$ cat src/rtl/alu_pkg.sv
// alu_pkg -- shared definitions for the 4-bit ALU command path.
//   Opcode constants (8-bit, as driven on the ALU select input), the
//   sequencer FSM state type and the forced divide-by-zero result.
//   No ports.
package alu_pkg;

   localparam logic [7:0] OP_ADD = 8'd0;
   localparam logic [7:0] OP_SUB = 8'd1;
   localparam logic [7:0] OP_MUL = 8'd2;
   localparam logic [7:0] OP_DIV = 8'd3;
   localparam logic [7:0] OP_AND = 8'd4;

   localparam logic [7:0] DIV0_RESULT = 8'hFF;

   typedef enum logic [1:0] {
      IDLE  = 2'd0,
      OPND  = 2'd1,
      ISSUE = 2'd2,
      WAIT  = 2'd3
   } seq_state_t;

endpackage

$ cat src/rtl/alu_cmd_sequencer_if.sv
// alu_cmd_sequencer_if -- switch-bus / ALU / display bundle of the command
// sequencer.
//   din, din_strobe     : switch bus and its asynchronous load strobe
//   alu_operands        : {B[3:0], A[3:0]} to the ALU
//   alu_opcode          : ALU select
//   alu_result          : registered ALU result back to the sequencer
//   result, result_valid: captured result for the display path
//   busy                : command in flight to the ALU
//   div0_err            : only with ALU_SEQ_DIV0_CHECK_EN
// Modports: slave = sequencer side, master = upstream/environment side.
interface alu_cmd_sequencer_if;

   logic [7:0] din;
   logic       din_strobe;
   logic [7:0] alu_operands;
   logic [7:0] alu_opcode;
   logic [7:0] alu_result;
   logic [7:0] result;
   logic       result_valid;
   logic       busy;
`ifdef ALU_SEQ_DIV0_CHECK_EN
   logic       div0_err;
`endif

   modport slave (
      input  din, din_strobe, alu_result,
      output alu_operands, alu_opcode, result, result_valid, busy
`ifdef ALU_SEQ_DIV0_CHECK_EN
      , output div0_err
`endif
   );

   modport master (
      output din, din_strobe, alu_result,
      input  alu_operands, alu_opcode, result, result_valid, busy
`ifdef ALU_SEQ_DIV0_CHECK_EN
      , input div0_err
`endif
   );

endinterface

$ cat src/rtl/alu_cmd_sequencer_strobe_sync.sv
// strobe_sync -- synchronizer plus rising-edge detector for a slow pin strobe.
//   clk, rst : clock, asynchronous active-high reset
//   strobe   : asynchronous pin input
//   load     : one-cycle pulse per rising edge of the synchronized strobe
// Parameter SYNC_STAGES (>= 2) sets the synchronizer depth.
module strobe_sync #(
   parameter int SYNC_STAGES = 2
) (
   input  logic clk,
   input  logic rst,
   input  logic strobe,
   output logic load
);

   logic [SYNC_STAGES-1:0] sync_q;
   logic                   prev_q;
   // Fills with ones after reset. The detector is armed only once both the
   // synchronizer output and its delayed copy hold real pin samples, so a
   // strobe held high through reset release never looks like an edge.
   logic [SYNC_STAGES:0]   vld_pipe;

   always_ff @(posedge clk or posedge rst) begin
      if (rst) begin
         sync_q   <= '0;
         prev_q   <= 1'b0;
         vld_pipe <= '0;
      end else begin
         sync_q   <= {sync_q[SYNC_STAGES-2:0], strobe};
         prev_q   <= sync_q[SYNC_STAGES-1];
         vld_pipe <= {vld_pipe[SYNC_STAGES-1:0], 1'b1};
      end
   end

   assign load = vld_pipe[SYNC_STAGES] & sync_q[SYNC_STAGES-1] & ~prev_q;

endmodule

$ cat src/rtl/alu_cmd_sequencer.sv
// alu_cmd_sequencer -- collects {operand byte, opcode byte} from the switch
// bus on strobe edges, holds them on the ALU inputs for one registered ALU
// evaluation, then captures the ALU result for display.
//   clk, rst : clock, asynchronous active-high reset
//   bus      : alu_cmd_sequencer_if.slave (see interface header)
// Parameter SYNC_STAGES: strobe synchronizer depth (>= 2).
// Macro ALU_SEQ_DIV0_CHECK_EN: divide by a zero B operand is answered
// locally with DIV0_RESULT and div0_err, without issuing to the ALU.
module alu_cmd_sequencer
   import alu_pkg::*;
#(
   parameter int SYNC_STAGES = 2
) (
   input logic                clk,
   input logic                rst,
   alu_cmd_sequencer_if.slave bus
);

   logic       load;
   seq_state_t state;
   logic [7:0] operands_q;
   logic [7:0] opcode_q;
   logic [7:0] result_q;
   logic       valid_q;
   logic       busy_q;
`ifdef ALU_SEQ_DIV0_CHECK_EN
   logic       div0_q;
`endif

   strobe_sync #(.SYNC_STAGES(SYNC_STAGES)) u_strobe_sync (
      .clk    (clk),
      .rst    (rst),
      .strobe (bus.din_strobe),
      .load   (load)
   );

   // A load arriving in ISSUE or WAIT is simply not looked at.
   always_ff @(posedge clk or posedge rst) begin
      if (rst) begin
         state      <= IDLE;
         operands_q <= '0;
         opcode_q   <= '0;
         result_q   <= '0;
         valid_q    <= 1'b0;
         busy_q     <= 1'b0;
`ifdef ALU_SEQ_DIV0_CHECK_EN
         div0_q     <= 1'b0;
`endif
      end else begin
         case (state)
            IDLE: begin
               if (load) begin
                  operands_q <= bus.din;
                  valid_q    <= 1'b0;
`ifdef ALU_SEQ_DIV0_CHECK_EN
                  div0_q     <= 1'b0;
`endif
                  state      <= OPND;
               end
            end
            OPND: begin
               if (load) begin
                  opcode_q <= bus.din;
`ifdef ALU_SEQ_DIV0_CHECK_EN
                  if (bus.din == OP_DIV && operands_q[7:4] == 4'h0) begin
                     result_q <= DIV0_RESULT;
                     valid_q  <= 1'b1;
                     div0_q   <= 1'b1;
                     state    <= IDLE;
                  end else begin
                     busy_q <= 1'b1;
                     state  <= ISSUE;
                  end
`else
                  busy_q   <= 1'b1;
                  state    <= ISSUE;
`endif
               end
            end
            // ALU registers its inputs at the end of this cycle.
            ISSUE: state <= WAIT;
            WAIT: begin
               result_q <= bus.alu_result;
               valid_q  <= 1'b1;
               busy_q   <= 1'b0;
               state    <= IDLE;
            end
            default: state <= IDLE;
         endcase
      end
   end

   assign bus.alu_operands = operands_q;
   assign bus.alu_opcode   = opcode_q;
   assign bus.result       = result_q;
   assign bus.result_valid = valid_q;
   assign bus.busy         = busy_q;
`ifdef ALU_SEQ_DIV0_CHECK_EN
   assign bus.div0_err     = div0_q;
`endif

endmodule

$ cat src/flat_wrapper.sv
// flat-port wrapper written by rule: the top's interface ports become plain ports
module alu_cmd_sequencer_flat import alu_pkg::*;
#(
   parameter int SYNC_STAGES = 2
)
  (clk, rst, bus_din, bus_din_strobe, bus_alu_result, bus_alu_operands, bus_alu_opcode, bus_result, bus_result_valid, bus_busy);
  alu_cmd_sequencer_if bus_i ();
  input logic clk;
  input logic rst;
  input wire logic [$bits(bus_i.din)-1:0] bus_din;
  input wire logic [$bits(bus_i.din_strobe)-1:0] bus_din_strobe;
  input wire logic [$bits(bus_i.alu_result)-1:0] bus_alu_result;
  output wire logic [$bits(bus_i.alu_operands)-1:0] bus_alu_operands;
  output wire logic [$bits(bus_i.alu_opcode)-1:0] bus_alu_opcode;
  output wire logic [$bits(bus_i.result)-1:0] bus_result;
  output wire logic [$bits(bus_i.result_valid)-1:0] bus_result_valid;
  output wire logic [$bits(bus_i.busy)-1:0] bus_busy;
  assign bus_i.din = bus_din;
  assign bus_i.din_strobe = bus_din_strobe;
  assign bus_i.alu_result = bus_alu_result;
  assign bus_alu_operands = bus_i.alu_operands;
  assign bus_alu_opcode = bus_i.alu_opcode;
  assign bus_result = bus_i.result;
  assign bus_result_valid = bus_i.result_valid;
  assign bus_busy = bus_i.busy;
  alu_cmd_sequencer #(.SYNC_STAGES(SYNC_STAGES)) u_core (.clk(clk), .rst(rst), .bus(bus_i));
endmodule
$ cat config.mk
export PLATFORM = sky130hd
export DESIGN_NAME = alu_cmd_sequencer_flat
export DESIGN_NICKNAME = d
export VERILOG_FILES = /design/src/rtl/alu_pkg.sv /design/src/rtl/alu_cmd_sequencer_if.sv /design/src/rtl/alu_cmd_sequencer_strobe_sync.sv /design/src/rtl/alu_cmd_sequencer.sv /design/src/flat_wrapper.sv
export SDC_FILE = /design/constraint.sdc
export NUM_CORES = 1
export LEC_CHECK = 0
export BUFFER_PORTS_ARGS = -buffer_cell sky130_fd_sc_hd__buf_2
export CORE_ASPECT_RATIO = 0.5
export CORE_MARGIN = 2
export CORE_UTILIZATION = 35
export CTS_CLUSTER_DIAMETER = 80
export DETAILED_ROUTE_END_ITERATION = 8
export REMOVE_ABC_BUFFERS = 1
export SLEW_MARGIN = 25
export SYNTH_ARGS = -nofsm -noshare
export SYNTH_HDL_FRONTEND = slang
export SYNTH_SLANG_ARGS = --single-unit
$ cat constraint.sdc
create_clock -name clk -period 1.7 [get_ports clk]
set_clock_uncertainty 0.2 [all_clocks]
set_input_delay 0.34 -clock clk [delete_from_list [all_inputs] [get_ports clk]]
set_output_delay 0.34 -clock clk [all_outputs]
set_load 0.02 [all_outputs]
==> Word-level counts from Yosys, hierarchy flattened <==
Cells that the tools add are included.
{ "totals": {"reg_bits": 34, "inputBits": 19, "word_cells": 32} }
{ "classes": {"n_eq_ne": 5, "mux": 7, "bitwise_logic": 3, "reduce_logical": 8} }
{ "op_table": {"columns": ["op", "n"], "rows": [
  ["$reduce_and A2 Y1", 5],
  ["$pmux W2 S4", 1],
  ["$eq A2 B2 Y1 const B", 2],
  ["$mux W2", 2],
  ["$ne A2 B1 Y1 const B", 2],
  ["$pmux W1 S2", 2],
  ["$reduce_bool A2 Y1", 2],
  ["$and A1 B1 Y1", 2],
  ["$eq A2 B1 Y1 const B", 1],
  ["$logic_not A2 Y1", 1],
  ["$mux W1", 2],
  ["$not A1 Y1", 1]
]} }

==> Longest topological paths before layout <==
{ "logic_depth": {"word_depth": 4, "ltp_mapped": 5, "depth_no_buf": 5} }

==> Modules after synthesis <==
A second synthesis with hierarchy kept.
{ "unflattened": {"cells_unflattened": 83, "area_unflattened_um2": 1286.2} }
{ "by_module_without_submodules": {"columns": ["module", "n_inst", "cells_each", "area_each_um2"], "rows": [
  ["alu_cmd_sequencer", 1, 74, 1119.8],
  ["strobe_sync", 1, 9, 166.4]
]} }

==> Least setup slack after synthesis <==
OpenSTA, ideal clock, no wires.
{ "synth_path": {"kind": "register -> register", "from": "reg u_core.state[0]", "to": "reg u_core.operands_q[0], in the netlist u_core.bus.alu_operands[0]", "arrival_time_ns": 1.194, "required_time_ns": 1.375, "setup_slack_ns": 0.181, "path_stages_with_launch": 5, "period_less_slack_ns": 1.519, "path_cell_list": "dfrtp_1 -> inv_1 -> ha_1 -> nand4b_4 -> mux2_2"} }
{ "synth_via": {"elab_chain_cells": 2} }
{ "synth_lines": {"columns": ["item", "line", "source"], "rows": [
  ["start: declaration", "alu_cmd_sequencer.sv:20", "seq_state_t state;"],
  ["start signal: assignment", "alu_cmd_sequencer.sv:40", "state <= IDLE;"],
  ["start signal: assignment", "alu_cmd_sequencer.sv:58", "state <= OPND;"],
  ["start signal: assignment", "alu_cmd_sequencer.sv:76", "state <= ISSUE;"],
  ["$logic_not A2 Y1", "alu_cmd_sequencer.sv:50", "case (state)"],
  ["$reduce_and A2 Y1 (no source line)", null, null],
  ["end signal: assignment", "alu_cmd_sequencer.sv:53", "operands_q <= bus.din;"],
  ["end: declaration", "alu_cmd_sequencer.sv:21", "logic [7:0] operands_q;"]
]} }
No other way between the ends.
A chain may end at the register's enable or synchronous reset.

==> Worst setup path in the final report <==
{ "layout_path": {"from": "reg u_core.state[1]", "to": "reg u_core.opcode_q[5], in the netlist u_core.bus.alu_opcode[5]"} }
{ "layout_via": {"elab_chain_cells": 2} }
{ "layout_lines": {"columns": ["item", "line", "source"], "rows": [
  ["$eq A2 B1 Y1", "alu_cmd_sequencer.sv:50", null],
  ["$reduce_and A2 Y1 (no source line)", null, null],
  ["end signal: assignment", "alu_cmd_sequencer.sv:63", "opcode_q <= bus.din;"],
  ["end: declaration", "alu_cmd_sequencer.sv:22", "logic [7:0] opcode_q;"]
]} }
No other way between the ends.

==> flow_summary.ini <==
[outcome]
run_status = finished, final reports clean

[cells_and_area]
fillers = 327
final_cells = 190
fin_area_um2 = 1780
drive_above_1_share = 0.619
layout.nets = 162
antenna_cells = 0
syn_to_final_growth_pct = 34.1

[pwr]
p_sw_uw = 1270
power_leakage_uw = 0.000882
p_comb_frac = 0.432
peakVddDrop_mv = 0.557
p_seq_frac = 0.398
pwr_density_cell_nw_per_um2 = 1890
p_int_uw = 2090
swShare = 0.377
clkPwrFrac = 0.169

[sta]
setup_tns_ps = 0
fin_crit_ps = 1620
final-setup-viol-count = 0
whs_ps = 87.9
hold_violations = 0
drv_slew = 0
rsz0062_at_grt = yes
fmaxAchievable_ghz = 0.616
fin_crit_sh = 0.955
worst_slack_ps = 76.0

[flow_run]
cap_violations = 0

[floorplan]
start_util = 0.375
coreArea_um2 = 3530
fp.dieH_um = 47.5
die_area_um2 = 4320
die_w_um = 91.0
num_rows = 15
io_pins = 45

[clock_network]
tritoncts = yes
cts-root-buf = clkbuf_8
htree_levels = 2
clk_pin_slew_ps = 70
cts_made_buffers = 5
post_cts_buffers = 0
cts_buffer_depth = 2
clkLatencyLatePin_ps = 280
cts.sinks = 34

[synth]
synth_area_leaders = dfrtp_1 (64%), mux2_2 (21%), ha_1 (4.7%), nand4b_4 (3.6%), inv_1 (1.1%)
yosysSeqAreaShare = 0.643
ys_ff_latch = 34
synth.largest_area_cell = dfrtp_1
synth_warnings = 0
synth_cell_types = 16
synth_top_area_frac = 0.643
synthCells = 81
syn_area_per_cell_um2 = 16.3
netlist_area_um2 = 1320

[global_routing]
grt_max_degree = 22
antenna_found_initial = 0
grt_pass1_vias = 882
grt_first_pass_wirelength_mm = 3.91
track_usage = 0.122
overflow = 0

[critical_path]
r2r_slack_ps = 80
path_class = flip-flop to flip-flop
crit_fanout = 4
cp-end-kind = flip-flop
r2r-end = u_core.bus.alu_opcode[5]$_DFFE_PP0P_
reg2reg_from = u_core.state[1]$_DFFE_PP0P_
cp.arrival_ps = 1590
crit_path_start_kind = flip-flop
cp.required_ps = 1670
r2r_cells = 4

[place]
dpl.cell_count = 178
place_ws_ps = 8.20
gp_congestion = 0.612
io_buffers = 44
dp_hpwl_mm = 1.74
placed_area_um2 = 1630

[route]
vias_per_cell = 4.54
drtPass1Iterations = 4
postRouteAntennaNets = 0
drc = 0
routed_wl_mm = 2.45
drt_iter0_markers = 18
vias = 862
wl_per_cell_um = 12.9

[worst_hold_path]
hp-start = bus_alu_result[1]
hold_depth = 2
holdCritPathClass = input pin to flip-flop
hold_end = u_core.bus.result[1]$_DFFE_PP0P_
## state kept, by name (all words and copies together), names as in the netlist
| register | cells |
|---|---|
| u_core.u_strobe_sync.vld_pipe | 3 |
| u_core.u_strobe_sync.prev_q | 1 |
| u_core.bus.busy | 1 |
| u_core.bus.alu_operands | 8 |
| u_core.bus.alu_opcode | 8 |
| u_core.u_strobe_sync.sync_q | 2 |
| u_core.state | 2 |
| u_core.bus.result | 8 |
| u_core.bus.result_valid | 1 |
## repair_timing
item,CTS,global route
hold buffers,2,0
endpoints found under the setup margin,0,18
hold endpoints to repair,35,0
gates resized for setup,0,3
## power by group through the flow
| stage | Sequential (uW) | Combinational (uW) | Clock [uW] |
|---|---|---|---|
| detailed placement | 1350 | 1440 | 0 |
| floorplan | 1740 | 570 | 0 |
| CTS | 1340 | 1440 | 593 |
| global placement | 1340 | 1420 | 0 |
| finish | 1340 | 1450 | 569 |
| global route | 1390 | 1580 | 630 |
## layout by cell type (no fill, tap or decap), types with 2 or more instances in the layout
| master | count |
|---|---|
| ha_2 | 2 |
| inv_1 | 4 |
| mux2_2 | 25 |
| nand4b_4 | 3 |
| buf_4 | 3 |
| dfrtp_1 | 34 |
| clkbuf_8 | 5 |
| buf_2 | 44 |
| ha_1 | 3 |
| dlygate4sd3_1 | 2 |
## worst max-delay path, cell delays in order, from the launching register on
cell	delay, ps
dfrtp_1	410
inv_1	110
ha_2	260
nand4b_2	210
mux2_2	320
## worst max-delay path by stage
stage          slack, ps                                      to  cells past startpoint                   startpoint
2_1_floorplan        180  u_core.bus.alu_operands[0]$_DFFE_PP0P_                      4  u_core.state[0]$_DFFE_PP0P_
3_3_place_gp           4  u_core.bus.alu_operands[0]$_DFFE_PP0P_                      4  u_core.state[0]$_DFFE_PP0P_
3_5_place_dp           8  u_core.bus.alu_operands[0]$_DFFE_PP0P_                      4  u_core.state[0]$_DFFE_PP0P_
4_1_cts                6  u_core.bus.alu_operands[0]$_DFFE_PP0P_                      4  u_core.state[0]$_DFFE_PP0P_
5_1_grt              -20    u_core.bus.alu_opcode[7]$_DFFE_PP0P_                      4  u_core.state[1]$_DFFE_PP0P_
6_report              80    u_core.bus.alu_opcode[5]$_DFFE_PP0P_                      4  u_core.state[1]$_DFFE_PP0P_
## metal layers
layer  GRT usage  vias to the layer above  wire length [um]
met5           0                        -                 0
li1            -                      398                 -
met1       0.141                      445              1070
met2       0.221                       15              1260
met3      0.0425                        4                89
met4      0.0545                        0                28
## kinds of logic (layout without fill, tap and decap cells)
logic type / count (synthesis) / count (layout) / share of synthesized area
flops: 34 / 34 / 0.643
mux: 26 / 26 / 0.220
simple gates: 6 / 8 / 0.0529
fa+ha+maj: 5 / 5 / 0.0473
buf+inv: 5 / 61 / 0.0151
compound gates: 4 / 4 / 0.0189
other cells: 1 / 1 / 0.00283
## through the flow
| step | util | power [uW] |
|---|---|---|
| 5_1_grt | 0.503 | 3600 |
| 4_1_cts | 0.491 | 3370 |
| 6_report | 0.503 | 3360 |
| 3_5_place_dp | 0.461 | 2790 |
| 3_3_place_gp | 0.461 | 2760 |
| 2_1_floorplan | - | 2310 |
## cells in the mapped netlist, drive strengths merged
cell	count
a21oi	1
mux2	25
nand3b	1
buf	1
o21ai	2
nand3	1
dfrtp	34
nor2	1
mux2i	1
a31oi	1
nand4b	2
inv	4
ha	5
nor2b	1
conb	1
## final cells by class
cell class	instances	area [um^2]	area share
Sequential cell	34	851	0.479
Multi-Input combinational cell	44	497	0.280
Timing Repair Buffer	49	263	0.148
Clock buffer	6	72.6	0.0409
Tap cell	51	63.8	0.0359
Inverter	4	15.0	0.00846
Clock inverter	2	13.8	0.00775
(Power assumes the default switching activity.)
